<file path="src/rtl/lvds_tx_pkg.sv">
// Shared types and constants for the framed two-lane LVDS transmitter.
package lvds_tx_pkg;

   typedef enum logic [1:0] {
      StIdle,
      StSend,
      StGap
   } tx_state_e;

   localparam int unsigned LANES          = 2;
   localparam int unsigned SLOTS_PER_BYTE = 4;

   localparam logic [7:0] DEFAULT_FILL_BYTE = 8'h00;

endpackage

</file>
<file path="src/rtl/lvds_tx_frame_if.sv">
// Byte stream feeding the LVDS transmitter (valid/ready handshake).
interface lvds_tx_frame_if;

   logic [7:0] s_data;
   logic       s_valid;
   logic       s_ready;

   modport master (output s_data, output s_valid, input s_ready);
   modport slave  (input s_data, input s_valid, output s_ready);

endinterface

</file>
<file path="src/rtl/lvds_tx_serdes.sv">
// Byte serialiser: two nibble shifters emit one bit per lane per clock, LSB first.
module lvds_tx_serdes
   import lvds_tx_pkg::*;
(
   input  logic       clk_i,
   input  logic       rst_i,
   input  logic       load_i,
   input  logic [7:0] data_i,
   input  logic       run_i,
   output logic       lane0_o,
   output logic       lane1_o,
   output logic       byte_end_o
);

   localparam int unsigned SlotW    = $clog2(SLOTS_PER_BYTE);
   localparam int unsigned Lane1Lsb = SLOTS_PER_BYTE * (LANES - 1);

   logic [7:0]       shift_q, shift_d;
   logic [SlotW-1:0] slot_q, slot_d;

   // Lanes read straight from the shifter LSBs, so they are register outputs.
   always_comb begin
      shift_d = '0;
      slot_d  = '0;
      if (load_i) begin
         shift_d = data_i;
      end else if (run_i) begin
         shift_d = (shift_q >> 1) & 8'h77;
         slot_d  = slot_q + SlotW'(1);
      end
   end

   always_ff @(posedge clk_i) begin
      if (rst_i) begin
         shift_q <= '0;
         slot_q  <= '0;
      end else begin
         shift_q <= shift_d;
         slot_q  <= slot_d;
      end
   end

   assign lane0_o    = shift_q[0];
   assign lane1_o    = shift_q[Lane1Lsb];
   assign byte_end_o = (slot_q == SlotW'(SLOTS_PER_BYTE - 1));

endmodule

</file>
<file path="src/rtl/lvds_tx_frame.sv">
// Framed 2-lane LVDS transmitter with flag bracketing and underrun fill.
// Define LVDS_TX_SUM_EN to append a 16-bit byte-sum trailer (low byte first).
module lvds_tx_frame
   import lvds_tx_pkg::*;
#(
   parameter int unsigned FRAME_LEN = 896,
   parameter int unsigned MIN_GAP   = 20,
   parameter logic [7:0]  FILL_BYTE = DEFAULT_FILL_BYTE
) (
   input  logic           clk,
   input  logic           rst,
   input  logic           start,
   lvds_tx_frame_if.slave strm,
   output logic           lvds_data0,
   output logic           lvds_data1,
   output logic           lvds_flag,
   output logic           busy,
   output logic           frame_done,
   output logic           underrun
);

`ifdef LVDS_TX_SUM_EN
   localparam int unsigned TrailerBytes = 2;
`else
   localparam int unsigned TrailerBytes = 0;
`endif
   localparam int unsigned TotalBytes = FRAME_LEN + TrailerBytes;
   localparam int unsigned CntW       = $clog2(FRAME_LEN + 3);
   localparam int unsigned GapW       = (MIN_GAP > 1) ? $clog2(MIN_GAP) : 1;

   tx_state_e       state_q, state_d;
   logic [CntW-1:0] cnt_q, cnt_d;
   logic [GapW-1:0] gap_q, gap_d;
   logic [7:0]      hold_q, hold_d;
   logic            hold_vld_q, hold_vld_d;
   logic            pending_q, pending_d;
   logic            flag_q, flag_d;
   logic            busy_q, busy_d;
   logic            done_q, done_d;
   logic            underrun_q, underrun_d;

   logic       byte_end, ser_load, ser_run, consume;
   logic       frame_start, last_byte, data_slot, load_now;
   logic [7:0] ser_data, trailer_byte;

   assign frame_start = (state_q == StIdle) && (pending_q || start) && hold_vld_q;
   assign last_byte   = (cnt_q == CntW'(TotalBytes));
   assign data_slot   = (cnt_q < CntW'(FRAME_LEN));

   // Only registered state feeds s_ready, so it never depends on start combinationally.
   assign load_now = ((state_q == StIdle) && pending_q) ||
                     ((state_q == StSend) && byte_end && data_slot);
   assign strm.s_ready = !hold_vld_q || load_now;

   always_comb begin
      state_d    = state_q;
      cnt_d      = cnt_q;
      gap_d      = gap_q;
      pending_d  = pending_q | start;
      hold_d     = hold_q;
      hold_vld_d = hold_vld_q;
      underrun_d = underrun_q;
      done_d     = 1'b0;
      ser_load   = 1'b0;
      ser_run    = 1'b0;
      ser_data   = hold_q;
      consume    = 1'b0;

      unique case (state_q)
         StIdle: begin
            if (frame_start) begin
               state_d    = StSend;
               pending_d  = 1'b0;
               ser_load   = 1'b1;
               consume    = 1'b1;
               cnt_d      = CntW'(1);
               underrun_d = 1'b0;
            end
         end
         StSend: begin
            if (!byte_end) begin
               ser_run = 1'b1;
            end else if (last_byte) begin
               state_d = StGap;
               gap_d   = '0;
               done_d  = 1'b1;
            end else begin
               ser_load = 1'b1;
               cnt_d    = cnt_q + CntW'(1);
               if (!data_slot) begin
                  ser_data = trailer_byte;
               end else if (hold_vld_q) begin
                  consume = 1'b1;
               end else begin
                  ser_data   = FILL_BYTE;
                  underrun_d = 1'b1;
               end
            end
         end
         StGap: begin
            if (gap_q == GapW'(MIN_GAP - 1)) begin
               state_d = StIdle;
            end else begin
               gap_d = gap_q + GapW'(1);
            end
         end
         default: state_d = StIdle;
      endcase

      if (consume) begin
         hold_vld_d = 1'b0;
      end
      if (strm.s_valid && strm.s_ready) begin
         hold_d     = strm.s_data;
         hold_vld_d = 1'b1;
      end

      flag_d = (state_d == StSend);
      busy_d = (state_d != StIdle) || pending_d;
   end

`ifdef LVDS_TX_SUM_EN
   logic [15:0] sum_q, sum_d;

   always_comb begin
      sum_d = sum_q;
      if (frame_start) begin
         sum_d = {8'h00, ser_data};
      end else if (ser_load && data_slot) begin
         sum_d = sum_q + {8'h00, ser_data};
      end
   end

   always_ff @(posedge clk) begin
      if (rst) begin
         sum_q <= '0;
      end else begin
         sum_q <= sum_d;
      end
   end

   assign trailer_byte = (cnt_q == CntW'(FRAME_LEN)) ? sum_q[7:0] : sum_q[15:8];
`else
   assign trailer_byte = FILL_BYTE;
`endif

   always_ff @(posedge clk) begin
      if (rst) begin
         state_q    <= StIdle;
         cnt_q      <= '0;
         gap_q      <= '0;
         hold_q     <= '0;
         hold_vld_q <= 1'b0;
         pending_q  <= 1'b0;
         flag_q     <= 1'b0;
         busy_q     <= 1'b0;
         done_q     <= 1'b0;
         underrun_q <= 1'b0;
      end else begin
         state_q    <= state_d;
         cnt_q      <= cnt_d;
         gap_q      <= gap_d;
         hold_q     <= hold_d;
         hold_vld_q <= hold_vld_d;
         pending_q  <= pending_d;
         flag_q     <= flag_d;
         busy_q     <= busy_d;
         done_q     <= done_d;
         underrun_q <= underrun_d;
      end
   end

   lvds_tx_serdes u_serdes (
      .clk_i      (clk),
      .rst_i      (rst),
      .load_i     (ser_load),
      .data_i     (ser_data),
      .run_i      (ser_run),
      .lane0_o    (lvds_data0),
      .lane1_o    (lvds_data1),
      .byte_end_o (byte_end)
   );

   assign lvds_flag  = flag_q;
   assign busy       = busy_q;
   assign frame_done = done_q;
   assign underrun   = underrun_q;

endmodule

</file>
<file path="src/flat_wrapper.sv">
// flat-port wrapper written by rule: the top's interface ports become plain ports
module lvds_tx_frame_flat import lvds_tx_pkg::*;
#(
   parameter int unsigned FRAME_LEN = 896,
   parameter int unsigned MIN_GAP   = 20,
   parameter logic [7:0]  FILL_BYTE = DEFAULT_FILL_BYTE
)
  (clk, rst, start, lvds_data0, lvds_data1, lvds_flag, busy, frame_done, underrun, strm_s_data, strm_s_valid, strm_s_ready);
  lvds_tx_frame_if strm_i ();
  input  logic clk;
  input  logic rst;
  input  logic start;
  output logic lvds_data0;
  output logic lvds_data1;
  output logic lvds_flag;
  output logic busy;
  output logic frame_done;
  output logic underrun;
  input wire logic [$bits(strm_i.s_data)-1:0] strm_s_data;
  input wire logic [$bits(strm_i.s_valid)-1:0] strm_s_valid;
  output wire logic [$bits(strm_i.s_ready)-1:0] strm_s_ready;
  assign strm_i.s_data = strm_s_data;
  assign strm_i.s_valid = strm_s_valid;
  assign strm_s_ready = strm_i.s_ready;
  lvds_tx_frame #(.FRAME_LEN(FRAME_LEN), .MIN_GAP(MIN_GAP), .FILL_BYTE(FILL_BYTE)) u_core (.clk(clk), .rst(rst), .start(start), .strm(strm_i), .lvds_data0(lvds_data0), .lvds_data1(lvds_data1), .lvds_flag(lvds_flag), .busy(busy), .frame_done(frame_done), .underrun(underrun));
endmodule
</file>
<file path="config.mk">
export PLATFORM = sky130hd
export DESIGN_NAME = lvds_tx_frame_flat
export DESIGN_NICKNAME = d
export VERILOG_FILES = /design/src/rtl/lvds_tx_pkg.sv /design/src/rtl/lvds_tx_frame_if.sv /design/src/rtl/lvds_tx_serdes.sv /design/src/rtl/lvds_tx_frame.sv /design/src/flat_wrapper.sv
export SDC_FILE = /design/constraint.sdc
export NUM_CORES = 1
export LEC_CHECK = 0
export ABC_AREA = 0
export ABC_CLOCK_PERIOD_IN_PS = 3800
export BUFFER_PORTS_ARGS = -buffer_cell sky130_fd_sc_hd__buf_2
export CORE_AREA = 2 2 74 76
export CTS_CLUSTER_DIAMETER = 60
export DETAILED_ROUTE_END_ITERATION = 6
export DIE_AREA = 0 0 76 78
export PLACE_DENSITY = 0.5
export SYNTH_ARGS = -nofsm -noshare
export SYNTH_HDL_FRONTEND = slang
export SYNTH_SLANG_ARGS = --single-unit
</file>
<file path="constraint.sdc">
create_clock -name clk -period 3.8 [get_ports clk]
set_clock_uncertainty 0.15 [all_clocks]
set_input_delay 0.76 -clock clk [delete_from_list [all_inputs] [get_ports clk]]
set_output_delay 0.76 -clock clk [all_outputs]
set_load 0.02 [all_outputs]
</file>
Yosys cells after proc, flatten, opt, wreduce, memory -nomap -nowiden
Cells that the tools add are included.
Widths: inputs -> output; s select.
{"block": "classes", "n_lt_le_gt_ge": 1, "mux": 42, "bitwise_logic": 4, "n_eq_ne": 13, "addsub": 3, "n_reduce_logical": 21}
{"op": "$mux 8", "count": 6}
{"op": "$mux 10", "count": 3}
{"op": "$pmux 10 s2", "count": 1}
{"op": "$mux 1", "count": 19}
{"op": "$mux 5", "count": 3}
{"op": "$add 10x1->10 const B", "count": 1}
{"op": "$eq 10x10->1 const B", "count": 1}
{"op": "$lt 10x10->1 const B", "count": 1}
{"op": "$pmux 5 s2", "count": 1}
{"op": "$mux 2", "count": 4}
{"op": "$ne 2x1->1 const B", "count": 4}
{"op": "$reduce_and 4->1", "count": 2}
{"op": "$reduce_bool 2->1", "count": 4}
{"op": "$mux 7", "count": 1}
{"op": "$logic_and 1x1->1", "count": 6}
{"op": "$ne 2x2->1 const B", "count": 3}
{"op": "$pmux 1 s2", "count": 3}
{"op": "$pmux 2 s3", "count": 1}
{"op": "$reduce_and 6->1", "count": 1}
{"op": "$reduce_or 3->1", "count": 2}
{"op": "$add 5x1->5 const B", "count": 1}
{"op": "$eq 5x5->1 const B", "count": 1}
{"op": "$eq 2x1->1 const B", "count": 2}
{"op": "$eq 2x2->1 const B", "count": 2}
{"op": "other kinds (6)", "count": 11}
{"block": "word_totals", "word_cells": 96, "in_bits": 12, "regBits": 41, "output_inout_bits": 7}

Longest topological paths before layout
{"block": "logic_depth", "word_depth": 7, "mapped_depth": 7, "mapped_depth_nobuf": 6}

Cells and area by module
Synthesis repeated with hierarchy kept, for this count alone.
{"block": "unflattened", "hier_cells": 224, "hier_area_um2": 2035.7}
{"mod": "lvds_tx_frame", "area_each_um2": 1664.1, "cells_each": 189, "seq_area_each_um2": 620.6, "instances": 1}
{"mod": "lvds_tx_serdes", "area_each_um2": 371.6, "cells_each": 35, "seq_area_each_um2": 200.2, "instances": 1}

Worst setup path before layout
OpenSTA, ideal clock, no wires.
{"block": "synth_timing", "kind": "register to output", "from": "register u_core.u_serdes.slot_q[0]", "to": "output strm_s_ready", "t_arrival_ns": 1.473, "n_path_buf": 2, "setup_slack_ns": 1.417, "required_ns": 2.890, "stages_incl_launch_ff": 6, "cell_sequence": "dfxtp_1 > ha_1 > and3b_1 > clkbuf_1 > a221o_1 > clkbuf_1"}
{"block": "synth_between", "elab_chain_len": 5}
{"item": "from (decl)", "line_no": "lvds_tx_serdes.sv:19", "source": "logic [SlotW-1:0] slot_q, slot_d;"}
{"item": "from (signal assigned)", "line_no": "lvds_tx_serdes.sv:39", "source": "slot_q <= slot_d;"}
{"item": "$eq 2x2->1", "line_no": "lvds_tx_serdes.sv:45", "source": "assign byte_end_o = (slot_q == SlotW'(SLOTS_PER_BYTE - 1));"}
{"item": "$logic_and 1x1->1 (2 in series)", "line_no": "lvds_tx_frame.sv:52", "source": "((state_q == StSend) && byte_end && data_slot);"}
{"item": "$logic_or 1x1->1", "line_no": "lvds_tx_frame.sv:51", "source": "assign load_now = ((state_q == StIdle) && pending_q) ||"}
{"item": "$logic_or 1x1->1", "line_no": "lvds_tx_frame.sv:53", "source": "assign strm.s_ready = !hold_vld_q || load_now;"}
{"item": "to (decl)", "line_no": "flat_wrapper.sv:21", "source": "output wire logic [$bits(strm_i.s_ready)-1:0] strm_s_ready;"}
No other way between the ends.

Final worst setup path
{"block": "layout_timing", "from": "register u_core.state_q[1]", "to": "output strm_s_ready"}
{"block": "layout_between", "elab_chain_len": 5, "word_cells_on_any_way": 7, "cone_classes": "1 x eq/ne; 6 x reduce/logical"}
{"item": "from (decl)", "line_no": "lvds_tx_frame.sv:31", "source": "tx_state_e state_q, state_d;"}
{"item": "from (signal assigned)", "line_no": "lvds_tx_frame.sv:149", "source": "state_q <= StIdle;"}
{"item": "from (signal assigned)", "line_no": "lvds_tx_frame.sv:160", "source": "state_q <= state_d;"}
{"item": "$eq 2x1->1", "line_no": "lvds_tx_frame.sv:52"}
{"item": "$logic_and 1x1->1 (2 in series)", "line_no": "lvds_tx_frame.sv:52"}
{"item": "$logic_or 1x1->1 *", "line_no": "lvds_tx_frame.sv:51"}
{"item": "$logic_or 1x1->1 *", "line_no": "lvds_tx_frame.sv:53"}
Every way passes the cells marked *; elsewhere a longest branch is shown, timed or not.

==> flow_metrics.py <==
metrics = {
    "power_and_ir_drop": {
        "ir_worst_vdd_v": 0.0001281,
        "total_power_mw": 0.8473,
        "power_density_nw_per_um2": 428.9,
        "p_leak_nw": 0.7694,
    },
    "sta": {
        "finalWorstSetupSlack_ns": 0.9385,
        "hold_violations": 0,
        "relSlewSlack_pct": 53.96,
        "setup_tns_ns": 0,
        "finalSetupViolCount": 0,
        "fin_crit_sh_pct": 75.30,
        "tightest_slew_ns": 0.6906,
        "fmaxAchievable_ghz": 0.3495,
        "min_period_ns": 2.861,
        "rsz0062_at_grt": "no",
        "drv_slew": 0,
    },
    "placement": {
        "portBuffers": 18,
        "dp_slack_ns": 1.301,
        "gp_congestion": 0.8221,
        "dpl.hpwl_microns": 2604,
    },
    "synthesis": {
        "synth_common_cells": "dfxtp_1 (41), nand2_1 (19), nor2_1 (13)",
        "syn_nets": 201,
        "synth_top_area_share_pct": 47.06,
        "syn_area_per_cell_sq_um": 9.428,
        "synthTopCellsByArea": "dfxtp_1 (47%), nand2_1 (4.1%), nand4_1 (3.6%), xor2_1 (3.5%), o21ai_0 (3.2%)",
        "netlist_instances": 185,
        "synth-edff-count": 0,
        "synth_area_sq_um": 1744,
        "synth-async-reset-ratio_pct": 0,
        "yosysMostFrequentCell": "dfxtp_1",
        "yosys_warnings": 0,
        "synthDistinctLibCells": 42,
        "synth.ff_latch_count": 41,
        "ys_seq_area_share_pct": 47.06,
        "yosys.area.top_type": "dfxtp_1",
        "synth-main-ff-cell": "dfxtp_1",
    },
    "layout": {
        "n_antenna_cell": 0,
        "area_growth_pct": 13.27,
        "nNetsFinal": 218,
        "final_core_utilization_pct": 39.18,
        "drive_above_1_share_pct": 15.84,
    },
    "setup_path": {
        "crit_fanout": 11,
        "r2r_start": "u_core.state_q[1]",
        "critPathKind": "reg2out",
        "reg2reg_depth": 4,
        "ff2ff_setup_slack_ns": 1.56,
        "worstSetupEndpoint": "strm_s_ready",
        "endpoint_kind": "output port",
        "r2r_end": "u_core.hold_q[3]",
        "start_kind": "flop",
        "required_ns": 2.89,
        "critPathLaunch": "u_core.state_q[1]",
        "arrival_ns": 1.95,
    },
    "floorplanning": {
        "initial_core_util_pct": 34.59,
        "fp.coreArea_sq_um": 5042,
        "die_h_microns": 78,
        "std_cell_rows": 26,
        "dieArea_sq_um": 5928,
        "die_w_microns": 76,
        "io_pins": 19,
    },
    "drt": {
        "wire_per_inst_microns": 13.21,
        "drt-initial-drc-count": 85,
        "dr.pass1.iters": 4,
        "ant_nets": 0,
        "drcViolationCount": 0,
        "via_count": 1370,
        "drt-total-wl_microns": 3594,
        "via_per_inst": 5.037,
    },
    "clock_tree": {
        "cts_sinks": 41,
        "cts.clk_slew.worst_paths_ns": 0.08,
        "cts_hold_buf": 0,
        "cts_buffers": 5,
        "cts_max_level": 2,
        "post_cts_resized": 0,
        "cts_tree": "yes",
        "cts-root-buf": "clkbuf_8",
        "clock_latency_ns": 0.29,
        "postCtsSetupRepairBufs": 0,
        "cts_buffer_depth": 2,
    },
    "global_route": {
        "grt_overflow": 0,
        "grt_pass1_wl_microns": 5975,
        "antenna_found_initial": 0,
        "grt_max_degree": 21,
        "grt_pass1_vias": 1321,
        "track_usage_pct": 12.79,
    },
    "run_status": {
        "status": "completed",
    },
    "flow_run": {
        "cap_violations": 0,
    },
    "min_path": {
        "holdCritPathClass": "reg2reg",
        "worstHoldPathCells": 1,
    },
}
==> metal layers <==
layer	global-route usage, %	up-vias	routed length, microns
met4	6.545	0	77
met5	0	-	0
met3	3.721	7	101
met2	20.89	17	1762
met1	15.35	650	1653
li1	-	696	-
==> metrics by stage <==
stage / area (sq um) / hold slack, ns / std cells
floorplan: 1744 / 0.2484 / 185
global placement: 1872 / 0.2602 / 265
detailed placement: 1872 / 0.2636 / 265
CTS: 1976 / 0.2751 / 272
global route: 1976 / 0.3088 / 272
finish: 1976 / 0.2797 / 272
==> critical path, stage by stage (launching register included) <==
cell,delay (ns)
dfxtp_1,0.57
and3b_1,0.33
a221o_1,0.53
buf_2,0.23
==> placed cells by master (no fill, tap or decap), drive strengths merged, types with 3 or more instances in the layout <==
cell type / Yosys / routed
a21oi: 8 / 8
a22o: 6 / 6
and2: 4 / 4
buf: 3 / 19
clkbuf: 6 / 5
dfxtp: 41 / 41
ha: 4 / 4
inv: 4 / 4
mux2i: 5 / 5
nand2: 19 / 19
nand2b: 4 / 4
nand3: 9 / 9
nand4: 10 / 10
nor2: 13 / 13
nor4: 3 / 3
o21ai: 11 / 11
xor2: 7 / 7
==> layout make-up <==
cell class | count | area (sq um)
Clock inverter | 2 | 35.03
Clock buffer | 5 | 68.82
Timing Repair Buffer | 19 | 97.59
Inverter | 4 | 15.01
Fill cell | 517 | 3067
Sequential cell | 41 | 820.8
Multi-Input combinational cell | 131 | 850.8
Tap cell | 70 | 87.58
==> how the worst min path moves through the flow <==
| stage | from | endpoint | slack (ns) |
|---|---|---|---|
| floorplan | u_core.u_serdes.slot_q[0] | u_core.u_serdes.slot_q[0] | 0.25 |
| global placement | u_core.u_serdes.slot_q[0] | u_core.u_serdes.slot_q[0] | 0.26 |
| detailed placement | u_core.u_serdes.slot_q[0] | u_core.u_serdes.slot_q[0] | 0.26 |
| CTS | u_core.u_serdes.slot_q[0] | u_core.u_serdes.slot_q[0] | 0.28 |
| global route | u_core.u_serdes.slot_q[0] | u_core.u_serdes.slot_q[0] | 0.31 |
| finish | u_core.u_serdes.slot_q[0] | u_core.u_serdes.slot_q[0] | 0.28 |
==> sequential cells by signal, indices dropped and copies added, names as in the netlist <==
| name | cells |
|---|---|
| u_core.cnt_q | 10 |
| u_core.hold_q | 8 |
| u_core.u_serdes.shift_q | 8 |
| u_core.gap_q | 5 |
| u_core.state_q | 2 |
| u_core.u_serdes.slot_q | 2 |
| u_core.busy | 1 |
| u_core.frame_done | 1 |
| u_core.hold_vld_q | 1 |
| u_core.lvds_flag | 1 |
| u_core.pending_q | 1 |
| u_core.underrun | 1 |
==> cells by family after synthesis <==
family / share of synthesized area (%)
AND/OR/NAND/NOR: 25.75
flip-flops: 47.06
AO/OA/AOI/OAI: 13.77
buffers and inverters: 4.161
XOR/XNOR: 3.515
multiplexers: 2.870
adder cells (fa/ha/maj): 2.870
==> report_power, final <==
part,switching [mW],internal (mW)
sequential,0.00929,0.443
clock,0.139,0.191
combinational,0.0417,0.0228
(Power assumes the default switching activity.)
